--- config.mk ---
export PLATFORM = sky130hd
export DESIGN_NAME = pc_sequencer
export DESIGN_NICKNAME = d
export VERILOG_FILES = /design/src/rtl/pc_sequencer.sv
export SDC_FILE = /design/constraint.sdc
export NUM_CORES = 1
export LEC_CHECK = 0
export ABC_AREA = 1
export CORE_ASPECT_RATIO = 2
export CORE_MARGIN = 2
export CORE_UTILIZATION = 55
export DETAILED_ROUTE_END_ITERATION = 8
export GPL_TIMING_DRIVEN = 0
export PLACE_DENSITY = 0.83
export SKIP_CTS_REPAIR_TIMING = 1
export SLEW_MARGIN = 5
export SYNTH_ARGS = -nofsm -noshare
export SYNTH_HDL_FRONTEND = slang
export SYNTH_SLANG_ARGS = --single-unit
export TNS_END_PERCENT = 5
--- constraint.sdc ---
create_clock -name clk -period 2.8 [get_ports clk]
set_input_delay 0.56 -clock clk [delete_from_list [all_inputs] [get_ports clk]]
set_output_delay 0.56 -clock clk [all_outputs]
set_load 0.01 [all_outputs]
--- src/rtl/pc_sequencer.sv ---
`default_nettype none
// ============================================================================
// Module   : pc_sequencer
// Purpose  : Fetch-stage program counter with run/halt control, Z/N flags,
//            conditional branches and optional CALL/RET stack
//            (enabled by defining PC_CALL_STACK_EN).
// Revision : 1.0 - initial release
// ============================================================================
module pc_sequencer #(
    parameter int              PC_W        = 32,
    parameter int              IMM_W       = 18,
    parameter int              STEP        = 4,
    parameter logic [PC_W-1:0] RESET_PC    = '0,
    parameter int              REL_BRANCH  = 0,
    parameter int              STACK_DEPTH = 4
) (
    input  logic             clk,
    input  logic             reset,
    input  logic             start,
    input  logic             stall,
    input  logic             FlagsWrite,
    input  logic             ZeroFlagIn,
    input  logic             NegFlagIn,
    input  logic [2:0]       Id,
    input  logic [IMM_W-1:0] Imm,
    output logic [PC_W-1:0]  PCNext,
    output logic             ZeroFlagOut,
    output logic             NegFlagOut,
    output logic             running,
    output logic             EndFlag,
    output logic             taken,
    output logic             stack_err
);

    localparam logic [2:0] c_op_end  = 3'b001;
    localparam logic [2:0] c_op_call = 3'b010;
    localparam logic [2:0] c_op_ret  = 3'b011;
    localparam logic [2:0] c_op_jne  = 3'b100;
    localparam logic [2:0] c_op_jlt  = 3'b101;
    localparam logic [2:0] c_op_jmp  = 3'b110;
    localparam logic [2:0] c_op_jeq  = 3'b111;

    localparam logic [1:0] c_st_idle = 2'd0;
    localparam logic [1:0] c_st_run  = 2'd1;
    localparam logic [1:0] c_st_halt = 2'd2;

    logic [1:0]      r_state;
    logic [PC_W-1:0] r_pc;
    logic            r_zf;
    logic            r_nf;
    logic [PC_W-1:0] w_seq_pc;
    logic [PC_W-1:0] w_imm_ext;
    logic [PC_W-1:0] w_target;
    logic [PC_W-1:0] w_pc_nxt;
    logic            w_halt_req;
    logic            w_adv;

    assign w_seq_pc = r_pc + PC_W'(STEP);
    assign w_adv    = (r_state == c_st_run) && !stall;

    generate
        if (IMM_W >= PC_W) begin : g_imm_trunc
            assign w_imm_ext = Imm[PC_W-1:0];
        end else if (REL_BRANCH != 0) begin : g_imm_sext
            assign w_imm_ext = {{(PC_W-IMM_W){Imm[IMM_W-1]}}, Imm};
        end else begin : g_imm_zext
            assign w_imm_ext = {{(PC_W-IMM_W){1'b0}}, Imm};
        end

        if (REL_BRANCH != 0) begin : g_tgt_rel
            assign w_target = r_pc + w_imm_ext;
        end else begin : g_tgt_abs
            assign w_target = w_imm_ext;
        end
    endgenerate

`ifdef PC_CALL_STACK_EN
    localparam int SP_W  = $clog2(STACK_DEPTH + 1);
    localparam int IDX_W = (STACK_DEPTH > 1) ? $clog2(STACK_DEPTH) : 1;

    logic [PC_W-1:0] r_stack [STACK_DEPTH];
    logic [SP_W-1:0] r_sp;
    logic            r_stack_err;
    logic [SP_W-1:0] w_sp_m1;
    logic            w_stk_full;
    logic            w_stk_empty;
    logic            w_push;
    logic            w_pop;
    logic            w_stk_fault;

    assign w_sp_m1     = r_sp - 1'b1;
    assign w_stk_full  = (r_sp == SP_W'(STACK_DEPTH));
    assign w_stk_empty = (r_sp == '0);
    assign stack_err   = r_stack_err;
`else
    assign stack_err   = 1'b0;
`endif

    always_comb begin
        w_pc_nxt   = w_seq_pc;
        w_halt_req = 1'b0;
`ifdef PC_CALL_STACK_EN
        w_push      = 1'b0;
        w_pop       = 1'b0;
        w_stk_fault = 1'b0;
`endif
        case (Id)
            c_op_end: begin
                w_pc_nxt   = r_pc;
                w_halt_req = 1'b1;
            end
            c_op_jne: if (!r_zf) w_pc_nxt = w_target;
            c_op_jlt: if (r_nf)  w_pc_nxt = w_target;
            c_op_jmp: w_pc_nxt = w_target;
            c_op_jeq: if (r_zf)  w_pc_nxt = w_target;
`ifdef PC_CALL_STACK_EN
            // A stack fault leaves the PC where it is and stops the machine.
            c_op_call: begin
                if (w_stk_full) begin
                    w_pc_nxt    = r_pc;
                    w_stk_fault = 1'b1;
                    w_halt_req  = 1'b1;
                end else begin
                    w_pc_nxt = w_target;
                    w_push   = 1'b1;
                end
            end
            c_op_ret: begin
                if (w_stk_empty) begin
                    w_pc_nxt    = r_pc;
                    w_stk_fault = 1'b1;
                    w_halt_req  = 1'b1;
                end else begin
                    w_pc_nxt = r_stack[w_sp_m1[IDX_W-1:0]];
                    w_pop    = 1'b1;
                end
            end
`endif
            default: ;
        endcase
    end

    assign taken = w_adv && (Id != c_op_end) && (w_pc_nxt != w_seq_pc);

    always_ff @(posedge clk or negedge reset) begin
        if (!reset) begin
            r_state <= c_st_idle;
            r_pc    <= RESET_PC;
        end else if (!stall) begin
            case (r_state)
                c_st_idle: if (start) r_state <= c_st_run;
                c_st_run: begin
                    r_pc <= w_pc_nxt;
                    if (w_halt_req) r_state <= c_st_halt;
                end
                c_st_halt: begin
                    if (start) begin
                        r_state <= c_st_run;
                        r_pc    <= RESET_PC;
                    end
                end
                default: r_state <= c_st_idle;
            endcase
        end
    end

    // Flags are independent of the run state and of stall.
    always_ff @(posedge clk or negedge reset) begin
        if (!reset) begin
            r_zf <= 1'b0;
            r_nf <= 1'b0;
        end else if (FlagsWrite) begin
            r_zf <= ZeroFlagIn;
            r_nf <= NegFlagIn;
        end
    end

`ifdef PC_CALL_STACK_EN
    always_ff @(posedge clk or negedge reset) begin
        if (!reset) begin
            r_sp        <= '0;
            r_stack_err <= 1'b0;
            for (int i = 0; i < STACK_DEPTH; i++) r_stack[i] <= '0;
        end else if (!stall) begin
            if ((r_state == c_st_halt) && start) begin
                r_sp        <= '0;
                r_stack_err <= 1'b0;
            end else if (r_state == c_st_run) begin
                if (w_push) begin
                    r_stack[r_sp[IDX_W-1:0]] <= w_seq_pc;
                    r_sp                     <= r_sp + 1'b1;
                end else if (w_pop) begin
                    r_sp <= w_sp_m1;
                end
                if (w_stk_fault) r_stack_err <= 1'b1;
            end
        end
    end
`endif

    assign PCNext      = r_pc;
    assign ZeroFlagOut = r_zf;
    assign NegFlagOut  = r_nf;
    assign running     = (r_state == c_st_run);
    assign EndFlag     = (r_state == c_st_halt);

endmodule
`default_nettype wire

==> results of run 1 <==
==> power breakdown <==
| part | total (mW) | internal, mW | switching [mW] |
|---|---|---|---|
| Sequential | 1.12 | 0.750 | 0.371 |
| Clock | 0.670 | 0.419 | 0.251 |
| Combinational | 2.35 | 0.999 | 1.35 |
| Total | 4.14 | 2.17 | 1.97 |
==> metal layers <==
layer  track usage  share of wire  up-vias
met5             0              0        -
met4         0.214          0.048        0
met3        0.0406          0.085       54
met2         0.603           0.49      282
met1         0.458           0.38     2292
li1              -              -     2347
==> cell usage after synthesis (2+ instances only) <==
master	count	area, µm²
o22ai_1	15	93.8
buf_6	2	22.5
dfrtp_1	36	901
inv_1	86	323
nand4_1	20	125
nand3_1	68	340
inv_2	8	30.0
nand2_4	3	33.8
nor2_4	4	45.0
a21oi_1	13	65.1
nand3b_1	5	37.5
xor2_1	7	61.3
o21bai_2	3	33.8
buf_2	3	15.0
o21ai_1	3	15.0
nor2_1	79	297
buf_4	4	30.0
nor2_2	6	37.5
nor3_1	3	15.0
nand2_1	239	897
clkbuf_1	4	15.0
o21ai_0	48	240
buf_1	2	7.51
nand2_2	4	25.0
==> worst paths after layout <==
| check | endpoint | slack (ns) |
|---|---|---|
| max in group asynchronous | PCNext[14] | 2.19 |
| worst min-delay path | ZeroFlagOut | 0.13 |
| min in group clk | r_state[0] | 0.53 |
| worst max register to register | PCNext[24] | 0.62 |
| worst min register to register | r_state[0] | 0.53 |
| worst max-delay path | taken | -0.23 |
==> worst reg2reg max path: stages, from the launching register on <==
cell	delay, ns
dfrtp_1	0.42
inv_1	0.07
nor2_1	0.05
nand2_1	0.37
clkinv_1	0.45
buf_1	0.41
nand2_1	0.15
o21ai_0	0.11
==> metrics by stage <==
step | hold slack (ns) | std cells
final | 0.128 | 860
after global routing | 0.135 | 860
after CTS | 0.130 | 838
after detailed placement | 0.432 | 830
after global placement | 0.513 | 829
after floorplan | 0.264 | 676
==> cell type report <==
class / instances / area share
plain buffers: 15 / 0.0206
clock buffers: 5 / 0.0239
clock inverters: 3 / 0.00813
repair buffers: 86 / 0.157
flip-flops and latches: 36 / 0.175
inverters: 96 / 0.0707
well taps: 90 / 0.0215
multi-input cells: 529 / 0.523
==> logic make-up (layout without fill, tap and decap cells) <==
logic type                 count (synthesis)  after routing  share of synthesized area
DFF                                       36             36                      0.236
and+or+nand+nor                          436            436                      0.503
adders and majority gates                  1              1                    0.00328
buffers and inverters                    111            205                      0.119
xor gates and xnor gates                   7              7                     0.0161
AOI/OAI and AO/OA                         84             84                      0.122
other                                      1              1                   0.000984
==> registers in the layout (all words and copies together) (netlist names) <==
name and cells:
r_state 2, ZeroFlagOut 1, NegFlagOut 1, PCNext 32
==> reports/summary.txt, run 1 <==
RSZ-0062 raised after global routing -> true
Commonest non-fill, non-tap cell in the layout -> nand2_1
Pre-CTS worst setup slack -> -1.09 ns
Post-synth EDFFs -> 0
Cell count after synthesis -> 676
DPL Wire Length -> 10700 µm
Data arrival, critical path -> 2.47 ns
Period minus WS final -> 3.03 ns
Setup crit start -> PCNext[3]
Post-Route Skew -> 0.00498 ns
Post-synth cell types -> 35
TritonCTS clock tree -> built
Commonest cells after routing, fill and taps aside -> 223 x nand2_1, 83 x inv_1, 61 x nor2_1
Chip height -> 122 µm
Area Growth Syn to Fin -> 37.4%
Clk buf depth -> 2
Fmax -> 330 MHz
DRT iter0 DRCs -> 614
Crit path cell chain -> ha_4 -> nand2_2 -> nor2_4 -> nand2_4 -> nor2_4 -> nand2_2 -> xor2_2 -> nand3_2 -> nand2_1 -> nor2_2 -> nand2_2 -> nor2_4 -> nand3_2 -> nand2_2 -> inv_2 -> buf_6
R2r worst-path depth -> 7
Final Hold Fails -> 0
Slew Viols, Final -> 0
Post-synth net total -> 705
Ratio of cells with drive above 1 in the final layout -> 0.195
Critical path's most frequent cell -> nand2_2
Worst Tran Pin Value -> 0.635 ns
Final wirelength -> 14700 µm
CP top delay family -> simple AND/OR/NAND/NOR gates
Instance count on the critical path -> 16
Type of origin of the critical path -> register
Relative slew slack -> 0.577
Filler Cell Count -> 552
GR Util All Layers -> 0.365
Vias per inst -> 5.78
Period utilization -> 1.08
Seq cells post-synth -> 36
Die width -> 62.9 µm
Status -> finished, violations left
Post-route cell area -> 5240 µm²
Critical path endpoint category -> output port
Top_reg_cell synth -> dfrtp_1
Final core occ -> 0.766
TritonCTS Buffers -> 5
DP Area -> 4570 µm²
Worst EP required -> 2.24 ns
Slowest cell on the critical path -> dfrtp_2
# IOs -> 66
Sequential area share after synthesis -> 0.236
Final global-route overflow total -> 0
Initial antenna violation count -> 0
Global-route wire length before repair -> 21600 µm
Number of clock sinks -> 36
Antenna Nets Post-Route -> 0
Max-cap violations -> 0
Port Buf Inserts -> 63
H-tree Lvls -> 2
Worst Hold Class -> in2async
Vias in the first global route -> 4258
Final RePlAce weighted congestion -> 1.01
Core Area -> 6830 µm²
Syn Area/Cell -> 5.64 µm²
Storage cell area -> 918 µm²
WP buf/inv -> 2
VDD IR-drop max -> 0.552 mV
Largest net degree at the start of global routing -> 30
Final setup vio count -> 1
Asr flop ratio synth -> 1.00
Synthesized cell area -> 3810 µm²
Root buffer cell -> clkbuf_16
FF-to-FF Start -> r_state[0]
Yosys warning count -> 0
Total power draw -> 4.14 mW
Failing checks -> negative setup slack
NumNets Final -> 798
Routed len/inst -> 17.1 µm
Area of the multi-input gates -> 2740 µm²
Crit path kind -> reg2out
Via count -> 4975
P_leak -> 2.50 nW
Ant. Diodes -> 0
Min setup slack post-route -> -0.228 ns
Drt pass-1 iters -> 6
Die ar. -> 7650 µm²
Initial Util -> 0.558
DRC Markers -> 0
Clock Latency Late Sink -> 0.29 ns
PD cells -> 791 nW/µm²
Fin Setup TNS -> -0.228 ns
Row count -> 43
Worst-path fanout max -> 5
Clock slew at reported path FFs -> 0.06 ns
Largest stage delay, worst path -> 0.41 ns
No activity file was read; power rests on OpenSTA's default activity.
==> inputs of run 2 (changes only) <==
--- a/config.mk
+++ b/config.mk
@@ -9,6 +9,7 @@
 export CORE_ASPECT_RATIO = 2
 export CORE_MARGIN = 2
 export CORE_UTILIZATION = 55
+export CTS_CLUSTER_DIAMETER = 80
 export DETAILED_ROUTE_END_ITERATION = 8
 export GPL_TIMING_DRIVEN = 0
 export PLACE_DENSITY = 0.83
==> results of run 2 <==
No change in the layout: final DEF, timing and power equal those of run 1.
==> inputs of run 3 (changes only) <==
--- a/config.mk
+++ b/config.mk
@@ -8,11 +8,11 @@
 export ABC_AREA = 1
 export CORE_ASPECT_RATIO = 2
 export CORE_MARGIN = 2
-export CORE_UTILIZATION = 55
+export CORE_UTILIZATION = 59
 export CTS_CLUSTER_DIAMETER = 80
 export DETAILED_ROUTE_END_ITERATION = 8
 export GPL_TIMING_DRIVEN = 0
-export PLACE_DENSITY = 0.83
+export PLACE_DENSITY = 0.88
 export SKIP_CTS_REPAIR_TIMING = 1
 export SLEW_MARGIN = 5
 export SYNTH_ARGS = -nofsm -noshare
==> constraint.sdc (replaced) <==
create_clock -name clk -period 3.75 [get_ports clk]
set_input_delay 0.75 -clock clk [delete_from_list [all_inputs] [get_ports clk]]
set_output_delay 0.75 -clock clk [all_outputs]
set_load 0.01 [all_outputs]
==> reports/summary.txt, run 3 (same netlist as run 1, synthesis figures left out) <==
Status -> finished, final reports clean
Fmax -> 285 MHz
Hold Startpoint -> r_state[1]
Period minus WS final -> 3.51 ns
Reg-to-reg setup timing slack -> 1.49 ns
Final setup vio count -> 0
Chip height -> 118 µm
Final wirelength -> 15100 µm
Clock Latency Late Sink -> 0.30 ns
TritonCTS Buffers -> 5
NumNets Final -> 783
# IOs -> 66
Cell total after placement -> 825
Data arrival, critical path -> 2.76 ns
Die width -> 60.8 µm
Critical path's most frequent cell -> nand2_1
Slowest cell on the critical path -> nor2_2
Vias in the first global route -> 4604
Drt pass-1 iters -> 7
Worst Tran Pin Value -> 0.901 ns
CP top delay family -> simple AND/OR/NAND/NOR gates
DRC Markers -> 0
GR Util All Layers -> 0.420
Commonest non-fill, non-tap cell in the layout -> nand2_1
RSZ-0062 raised after global routing -> false
Max FFs per register -> 32
DP Area -> 4540 µm²
Storage cell area -> 903 µm²
Fin Setup TNS -> 0 ns
Hold path endpoint -> r_state[1]
Die ar. -> 7150 µm²
Crit path kind -> in2out
VDD IR-drop max -> 0.456 mV
Relative slew slack -> 0.399
WHS -> 0.562 ns
Period utilization -> 0.935
RR Endpoint -> PCNext[15]
Number of clock sinks -> 36
Filler Cell Count -> 537
TritonCTS clock tree -> built
Area of the multi-input gates -> 2560 µm²
Ratio of cells with drive above 1 in the final layout -> 0.107
Crit path cell chain -> buf_4 -> inv_1 -> nor2_2 -> nand2_4 -> inv_2 -> nor2_4 -> buf_4 -> buf_8 -> nand4_1 -> nand2_1 -> nor2_1 -> nand2_1 -> nor2_1 -> nand3_1 -> nand2_1 -> inv_1 -> dlymetal6s2s_1
Via count -> 5116
WP buf/inv -> 7
Initial Util -> 0.609
Type of origin of the critical path -> input pin
Worst EP required -> 3.00 ns
Fin cells -> 841
Largest net degree at the start of global routing -> 37
FF-to-FF Start -> r_state[0]
Post-route cell area -> 4900 µm²
Initial antenna violation count -> 0
Ant. Diodes -> 0
Root buffer cell -> clkbuf_16
DRT iter0 DRCs -> 793
Worst-path fanout max -> 8
H-tree Lvls -> 2
Worst Hold Class -> reg2reg
Slew Viols, Final -> 0
R2r worst-path depth -> 7
Port Buf Inserts -> 63
Final RePlAce weighted congestion -> 1.09
Routed len/inst -> 18.0 µm
Antenna Nets Post-Route -> 0
Core Area -> 6260 µm²
Final global-route overflow total -> 0
Vias per inst -> 6.08
Row count -> 41
P_leak -> 2.42 nW
Commonest cells after routing, fill and taps aside -> 236 x nand2_1, 86 x inv_1, 71 x nor2_1
Max-cap violations -> 0
Final Hold Fails -> 0
Hold path cells -> 2
Area Growth Syn to Fin -> 28.7%
Largest stage delay, worst path -> 0.23 ns
Post-Route Skew -> 0.00756 ns
PD cells -> 609 nW/µm²
Final core occ -> 0.783
Clock slew at reported path FFs -> 0.06 ns
Global-route wire length before repair -> 22300 µm
Critical path endpoint category -> output port
DPL Wire Length -> 11000 µm
Clk buf depth -> 2
-- run 3: cell types whose count changed in the layout (fill, tap and decap cells not counted), moves of 9 or more --
| cell | delta |
|---|---|
| nand3_1 | +14 |
| nand2_2 | -13 |
| nand2_1 | +13 |
| dfrtp_2 | -12 |
| nand3_2 | -12 |
| buf_4 | -9 |
| nor2_1 | +10 |
| dfrtp_1 | +12 |
-- run 3: cell type report --
cell class	instances	area share
multi-input cells	529	0.521
flip-flops and latches	36	0.184
repair buffers	71	0.142
inverters	96	0.0750
clock buffers	5	0.0255
well taps	86	0.0219
plain buffers	15	0.0214
clock inverters	3	0.00868
-- run 3: worst min-delay path, cell delays in order (launching register included) --
cell and delay [ns]:
dfrtp_1 0.35, inv_1 0.06, o22ai_1 0.11
-- run 3: report_power, final --
group / switching [mW] / internal, mW / leakage [nW]
sequential: 0.290 / 0.550 / 0.470
combinational: 0.962 / 0.681 / 1.87
clock: 0.192 / 0.313 / 0.0798
total: 1.44 / 1.54 / 2.42
-- run 3: stage by stage --
| stage | power [mW] | setup slack (ns) |
|---|---|---|
| 3_5_place_dp | 2.35 | -0.433 |
| 5_1_grt | 3.16 | 0.141 |
| 6_report | 2.99 | 0.242 |
| 4_1_cts | 2.86 | -0.468 |
| 2_1_floorplan | 1.65 | 0.933 |
| 3_3_place_gp | 2.32 | -0.452 |
-- run 3: how the worst max path moves through the flow --
stage                from    end  slack (ns)  depth (start not counted)
floorplan           Id[0]  taken        0.93                         14
CTS                 Id[2]  taken       -0.47                         15
finish              Id[0]  taken        0.24                         17
detailed placement  Id[1]  taken       -0.43                         16
global route        Id[2]  taken        0.14                         17
global placement    Id[2]  taken       -0.45                         15
-- run 3: routing by layer --
metal | global-route usage | up-vias | part of all wire | wire (µm)
met1 | 0.437 | 2286 | 0.32 | 4820
met3 | 0.0868 | 118 | 0.091 | 1380
met2 | 0.683 | 381 | 0.50 | 7510
met5 | 0 | - | 0 | 0
met4 | 0.332 | 0 | 0.092 | 1390
li1 | - | 2331 | - | -
